## src/rtl/pwm_clock_divider_mc_pkg.sv

```systemverilog
// Shared types and helpers for the multi-channel PWM clock divider.
//   cnt_w()      : counter width derived from the divide-value width
//   last_count() : final count of a period for a given divide value and mode
//   high_limit() : number of leading high cycles in a period
//   ch_state_t   : per-channel state, sized for the widest supported divide value
// Optional feature macro: PWM_CLKDIV_FINE_EN (odd-ratio fine mode).
package pwm_clkdiv_pkg;

  localparam int unsigned MaxDivW = 16;
  localparam int unsigned MaxCntW = MaxDivW + 1;

  typedef logic [MaxDivW-1:0] div_t;
  typedef logic [MaxCntW-1:0] cnt_t;

  typedef enum logic {StIdle, StRun} ch_fsm_e;

  typedef struct packed {
    ch_fsm_e state;
    cnt_t    cnt;
    div_t    d_act;
    logic    fine;
    logic    clk_out;
    logic    tick;
  } ch_state_t;

  function automatic int unsigned cnt_w(input int unsigned div_w);
    return div_w + 1;
  endfunction

  // Normal mode: 2*d+1. Fine mode: d.
  function automatic cnt_t last_count(input div_t d, input logic fine);
    return fine ? cnt_t'(d) : {d, 1'b1};
  endfunction

  // Normal mode: d+1 high cycles. Fine mode: ceil((d+1)/2) high cycles.
  function automatic cnt_t high_limit(input div_t d, input logic fine);
    return fine ? cnt_t'(d >> 1) + cnt_t'(1) : cnt_t'(d) + cnt_t'(1);
  endfunction

endpackage

```

## src/rtl/pwm_clock_divider_mc_if.sv

```systemverilog
// Control/status bundle of the multi-channel PWM clock divider.
//   enable, div_value, sync_req, fine_mode : register-file side -> divider
//   clock_out, tick, running               : divider -> compare/output stages
// fine_mode exists only when PWM_CLKDIV_FINE_EN is defined.
interface pwm_clock_divider_mc_if #(
  parameter int unsigned NUM_CH = 4,
  parameter int unsigned DIV_W  = 8
);
  logic [NUM_CH-1:0]       enable;
  logic [NUM_CH*DIV_W-1:0] div_value;
  logic                    sync_req;
`ifdef PWM_CLKDIV_FINE_EN
  logic [NUM_CH-1:0]       fine_mode;
`endif
  logic [NUM_CH-1:0]       clock_out;
  logic [NUM_CH-1:0]       tick;
  logic [NUM_CH-1:0]       running;

`ifdef PWM_CLKDIV_FINE_EN
  modport master (output enable, div_value, sync_req, fine_mode,
                  input  clock_out, tick, running);
  modport slave  (input  enable, div_value, sync_req, fine_mode,
                  output clock_out, tick, running);
`else
  modport master (output enable, div_value, sync_req,
                  input  clock_out, tick, running);
  modport slave  (input  enable, div_value, sync_req,
                  output clock_out, tick, running);
`endif
endinterface

```

## src/rtl/pwm_clock_divider_mc_channel.sv

```systemverilog
// One divider channel: registered divided clock, one-cycle period tick, running flag.
//   clock_in, reset : system clock, synchronous active-high reset
//   enable          : run enable (drop aborts the period at the next edge)
//   div_value       : divide value D, sampled only at start/sync/wrap
//   sync_req        : restart in phase if running
//   fine_mode       : odd-ratio mode select, sampled with D (tied low unless PWM_CLKDIV_FINE_EN)
//   clock_out, tick, running : registered outputs
module pwm_clkdiv_channel
  import pwm_clkdiv_pkg::*;
#(
  parameter int unsigned DIV_W = 8
) (
  input  logic             clock_in,
  input  logic             reset,
  input  logic             enable,
  input  logic [DIV_W-1:0] div_value,
  input  logic             sync_req,
  input  logic             fine_mode,
  output logic             clock_out,
  output logic             tick,
  output logic             running
);

  localparam int unsigned CntW = cnt_w(DIV_W);

  ch_state_t       st_q;
  logic [CntW-1:0] cnt_inc;
  div_t            div_ext;

  // Count never exceeds 2*(2^DIV_W-1)+1, so CntW bits never overflow.
  assign cnt_inc = CntW'(st_q.cnt + cnt_t'(1));
  assign div_ext = div_t'(div_value);

  always_ff @(posedge clock_in) begin
    if (reset) begin
      st_q <= '0;
    end else if (!enable) begin
      st_q.state   <= StIdle;
      st_q.cnt     <= '0;
      st_q.clk_out <= 1'b0;
      st_q.tick    <= 1'b0;
    end else if (st_q.state == StIdle || sync_req ||
                 st_q.cnt == last_count(st_q.d_act, st_q.fine)) begin
      // Start, sync and wrap all open a fresh period and load the shadow D.
      st_q.state   <= StRun;
      st_q.cnt     <= '0;
      st_q.d_act   <= div_ext;
      st_q.fine    <= fine_mode;
      st_q.clk_out <= 1'b1;
      st_q.tick    <= 1'b1;
    end else begin
      st_q.cnt     <= cnt_t'(cnt_inc);
      st_q.clk_out <= cnt_t'(cnt_inc) < high_limit(st_q.d_act, st_q.fine);
      st_q.tick    <= 1'b0;
    end
  end

  assign clock_out = st_q.clk_out;
  assign tick      = st_q.tick;
  assign running   = (st_q.state == StRun);

endmodule

```

## src/rtl/pwm_clock_divider_mc.sv

```systemverilog
// Multi-channel PWM clock divider: NUM_CH independent channels sharing clock, reset and sync_req.
//   clock_in : system clock
//   reset    : synchronous active-high reset
//   bus      : slave side of pwm_clock_divider_mc_if (enable, div_value, sync_req,
//              fine_mode -> clock_out, tick, running)
// Optional feature macro: PWM_CLKDIV_FINE_EN adds per-channel fine_mode.
module pwm_clock_divider_mc
  import pwm_clkdiv_pkg::*;
#(
  parameter int unsigned NUM_CH = 4,
  parameter int unsigned DIV_W  = 8
) (
  input logic                   clock_in,
  input logic                   reset,
  pwm_clock_divider_mc_if.slave bus
);

  for (genvar gi = 0; gi < NUM_CH; gi++) begin : g_ch
    logic fine;
`ifdef PWM_CLKDIV_FINE_EN
    assign fine = bus.fine_mode[gi];
`else
    assign fine = 1'b0;
`endif

    pwm_clkdiv_channel #(
      .DIV_W (DIV_W)
    ) u_ch (
      .clock_in  (clock_in),
      .reset     (reset),
      .enable    (bus.enable[gi]),
      .div_value (bus.div_value[gi*DIV_W +: DIV_W]),
      .sync_req  (bus.sync_req),
      .fine_mode (fine),
      .clock_out (bus.clock_out[gi]),
      .tick      (bus.tick[gi]),
      .running   (bus.running[gi])
    );
  end

endmodule

```

## src/flat_wrapper.sv

```systemverilog
// flat-port wrapper written by rule: the top's interface ports become plain ports
module pwm_clock_divider_mc_flat import pwm_clkdiv_pkg::*;
#(
  parameter int unsigned NUM_CH = 4,
  parameter int unsigned DIV_W  = 8
)
  (clock_in, reset, bus_enable, bus_div_value, bus_sync_req, bus_clock_out, bus_tick, bus_running);
  pwm_clock_divider_mc_if #(.NUM_CH(NUM_CH), .DIV_W(DIV_W)) bus_i ();
  input logic clock_in;
  input logic reset;
  input wire logic [$bits(bus_i.enable)-1:0] bus_enable;
  input wire logic [$bits(bus_i.div_value)-1:0] bus_div_value;
  input wire logic [$bits(bus_i.sync_req)-1:0] bus_sync_req;
  output wire logic [$bits(bus_i.clock_out)-1:0] bus_clock_out;
  output wire logic [$bits(bus_i.tick)-1:0] bus_tick;
  output wire logic [$bits(bus_i.running)-1:0] bus_running;
  assign bus_i.enable = bus_enable;
  assign bus_i.div_value = bus_div_value;
  assign bus_i.sync_req = bus_sync_req;
  assign bus_clock_out = bus_i.clock_out;
  assign bus_tick = bus_i.tick;
  assign bus_running = bus_i.running;
  pwm_clock_divider_mc #(.NUM_CH(NUM_CH), .DIV_W(DIV_W)) u_core (.clock_in(clock_in), .reset(reset), .bus(bus_i));
endmodule
```

## config.mk

```make
export PLATFORM = sky130hd
export DESIGN_NAME = pwm_clock_divider_mc_flat
export DESIGN_NICKNAME = d
export VERILOG_FILES = /design/src/rtl/pwm_clock_divider_mc_pkg.sv /design/src/rtl/pwm_clock_divider_mc_if.sv /design/src/rtl/pwm_clock_divider_mc_channel.sv /design/src/rtl/pwm_clock_divider_mc.sv /design/src/flat_wrapper.sv
export SDC_FILE = /design/constraint.sdc
export NUM_CORES = 1
export LEC_CHECK = 0
export ABC_AREA = 1
export CAP_MARGIN = 40
export CORE_UTILIZATION = 35
export CTS_CLUSTER_DIAMETER = 60
export DETAILED_ROUTE_END_ITERATION = 8
export MAX_ROUTING_LAYER = met4
export SLEW_MARGIN = 20
export SYNTH_ARGS = -nofsm -noshare
export SYNTH_HDL_FRONTEND = slang
export SYNTH_SLANG_ARGS = --single-unit
```

## constraint.sdc

```tcl
create_clock -name clock_in -period 4 [get_ports clock_in]
set_input_delay 1 -clock clock_in [delete_from_list [all_inputs] [get_ports clock_in]]
set_output_delay 1 -clock clock_in [all_outputs]
set_load 0.03 [all_outputs]
```

==> impl_results.md <==
- Outcome: complete, no violations
- Placed cell count: 976
- Worst slew margin: 0.661
- Initial core utilization: 0.358
- Pre-antenna DRT Iters: 4
- Post-layout min period: 2.55 ns
- Finished Core Util: 0.420
- N_diodes: 0
- Die Y: 124 µm
- Total power: 2070 µW
- PD cells: 340 nW/µm²
- Synthesized area per cell: 6.79 µm²
- Netlist cell types: 33
- FF-to-FF Start: u_core.g_ch[2].u_ch.st_q[19]$_SDFF_PP0_
- Post-CTS Hold Fix Bufs: 0
- Max FO, Critical Path: 5
- CTS Root Cell: clkbuf_16
- Final antenna-violating net count: 0
- Wire per inst: 10.8 µm
- Most common cell after layout, fill and taps aside: nand2_1
- Core area: 14500 µm²
- TNS Setup: 0 ns
- # rows: 44
- Global-route wire length before repair: 18800 µm
- Fmax: 392 MHz
- IO Count: 51
- Syn_nets: 842
- Overflow after GRT: 0
- Worst-path clk slew: 0.06 ns
- Final setup vio count: 0
- Min-delay worst type: reg -> reg
- Vias in the first global route: 4237
- Fillers: 1530
- Most frequent cells in the layout: nand2_1 (190), inv_1 (153), dfxtp_1 (80)
- Die X: 124 µm
- Post-cts sizing count: 0
- Worst setup SP type: flip-flop
- Final cell count without fillers: 992
- Postcts setup bufs: 0
- CP endpoint kind: flip-flop
- Synth-to-layout area growth: 17.6%
- Largest net degree at the start of global routing: 16
- Initial antenna violation count: 0
- Clock Latency Late Sink: 0.35 ns
- Max-slew violation count: 0
- RSZ-0062 raised after global routing: false
- CTS tree: yes
- FF/Latch Area: 1600 µm²
- Max H-tree Level: 3
- Dpl hpwl: 8360 µm
- WS Path Type: reg -> reg
- CTS buffer count: 9
- Buffers on Ports: 50
- Layout cell share with drive strength beyond 1: 0.0532
- Final net count: 882
- Worst Path Required: 4.24 ns
- Vias post-DR: 4348
- Worst Tran Pin Value: 0.508 ns
- Tcrit/Tclk final: 0.638
- Final hold violations: 0
- Critical path arrival: 2.79 ns
- Mapped Cells: 763
- Post-Synthesis Cell Area: 5180 µm²
- TritonCTS Sinks: 80
- Multi-input gate area: 2810 µm²
- Crit. Startpoint: u_core.g_ch[2].u_ch.st_q[19]$_SDFF_PP0_
- Reg2reg setup slack: 1.45 ns
- Hold_sp: u_core.g_ch[1].u_ch.st_q[19]$_SDFF_PP0_
- Via/cell ratio: 4.38
- Max Cap Viol: 0
- GP Congestion: 0.836
- Global Route Usage Sum: 0.162
- Maximum VDD drop: 216 µV
- Clock Path Buffers: 2
- Routed WL: 10700 µm
- Pleak: 0.00310 µW
- Die ar.: 15300 µm²
- Clk_skew: 0.00420 ns
- Synth Warn #: 0
- DRC violations left: 0
- Sequential area share after synthesis: 0.309
- Post-synthesis register bit count: 80
- DRT iter0 DRCs: 207
[sequential cells by signal, summed over array words and instances (netlist names)]
name	count
u_core.g_ch.u_ch.clock_out	4
u_core.g_ch.u_ch.running	4
u_core.g_ch.u_ch.st_q	68
u_core.g_ch.u_ch.tick	4
[per-layer routing]
layer / global-route usage / wire length, µm / up-vias
met2: 0.252 / 4690 / 47
met5: - / 0 / -
met3: 0.0256 / 294 / 11
li1: - / - / 2387
met4: 0.0753 / 185 / 0
met1: 0.206 / 5500 / 1903
[synthesized netlist by cell type, drive strengths merged]
cell type	n	area, µm²
nand3b	4	30.0
clkbuf	3	11.3
and3	6	37.5
ha	40	500
o21ai	13	68.8
o21a	4	30.0
nand4	7	43.8
o211ai	1	7.51
clkinv	2	7.51
buf	18	129
nor3	9	55.1
xnor2	14	123
dlygate4sd1	2	17.5
nor2	72	278
a21oi	17	85.1
o22ai	2	12.5
or2	1	6.26
dfxtp	80	1600
nor3b	1	12.5
a21boi	1	7.51
nand2	198	793
xor2	44	385
inv	160	601
nand3	64	335
[critical path, stage by stage (launching register included)]
cell and delay, ns:
dfxtp_1 0.40, ha_1 0.22, nand3_1 0.12, nor3_1 0.29, nand3_1 0.14, xor2_1 0.20, inv_1 0.07, ha_1 0.29
nand2_1 0.07, nor2_1 0.19, nand3_1 0.09, and3_1 0.18, o21ai_0 0.14, inv_1 0.05
[worst paths after layout]
kind,end,depth (start not counted)
max,u_core.g_ch[2].u_ch.clock_out$_SDFF_PP0_,13
min,u_core.g_ch[1].u_ch.st_q[19]$_SDFF_PP0_,1
max reg2reg,u_core.g_ch[2].u_ch.clock_out$_SDFF_PP0_,13
min reg2reg,u_core.g_ch[1].u_ch.st_q[19]$_SDFF_PP0_,1
[stage by stage]
step                setup WS [ns]  area, µm²  hold WS [ns]
global route                 1.11       6090         0.478
detailed placement           1.25       5770         0.442
floorplan                    1.82       5180         0.417
CTS                          1.45       6090         0.454
global placement             1.26       5770         0.436
finish                       1.45       6090         0.452
[where the power goes]
part | switching, µW | internal [µW] | total, µW
Combinational | 160 | 133 | 294
Sequential | 46.2 | 835 | 881
Clock | 334 | 560 | 894
Total | 540 | 1530 | 2070
[kinds of logic after synthesis]
kind of cell / share of synthesized area
compound gates: 0.0408
xor+xnor: 0.0981
fa+ha+maj: 0.0966
buf+inv: 0.148
flops: 0.309
simple gates: 0.307
[final cells by class]
| class | instances | area share |
|---|---|---|
| Clock buffer | 10 | 0.0393 |
| Clock inverter | 6 | 0.0136 |
| Inverter | 162 | 0.0999 |
| Multi-Input combinational cell | 498 | 0.462 |
| Sequential cell | 80 | 0.263 |
| Tap cell | 184 | 0.0378 |
| Timing Repair Buffer | 52 | 0.0847 |
Power figures use the tool's default switching activity.
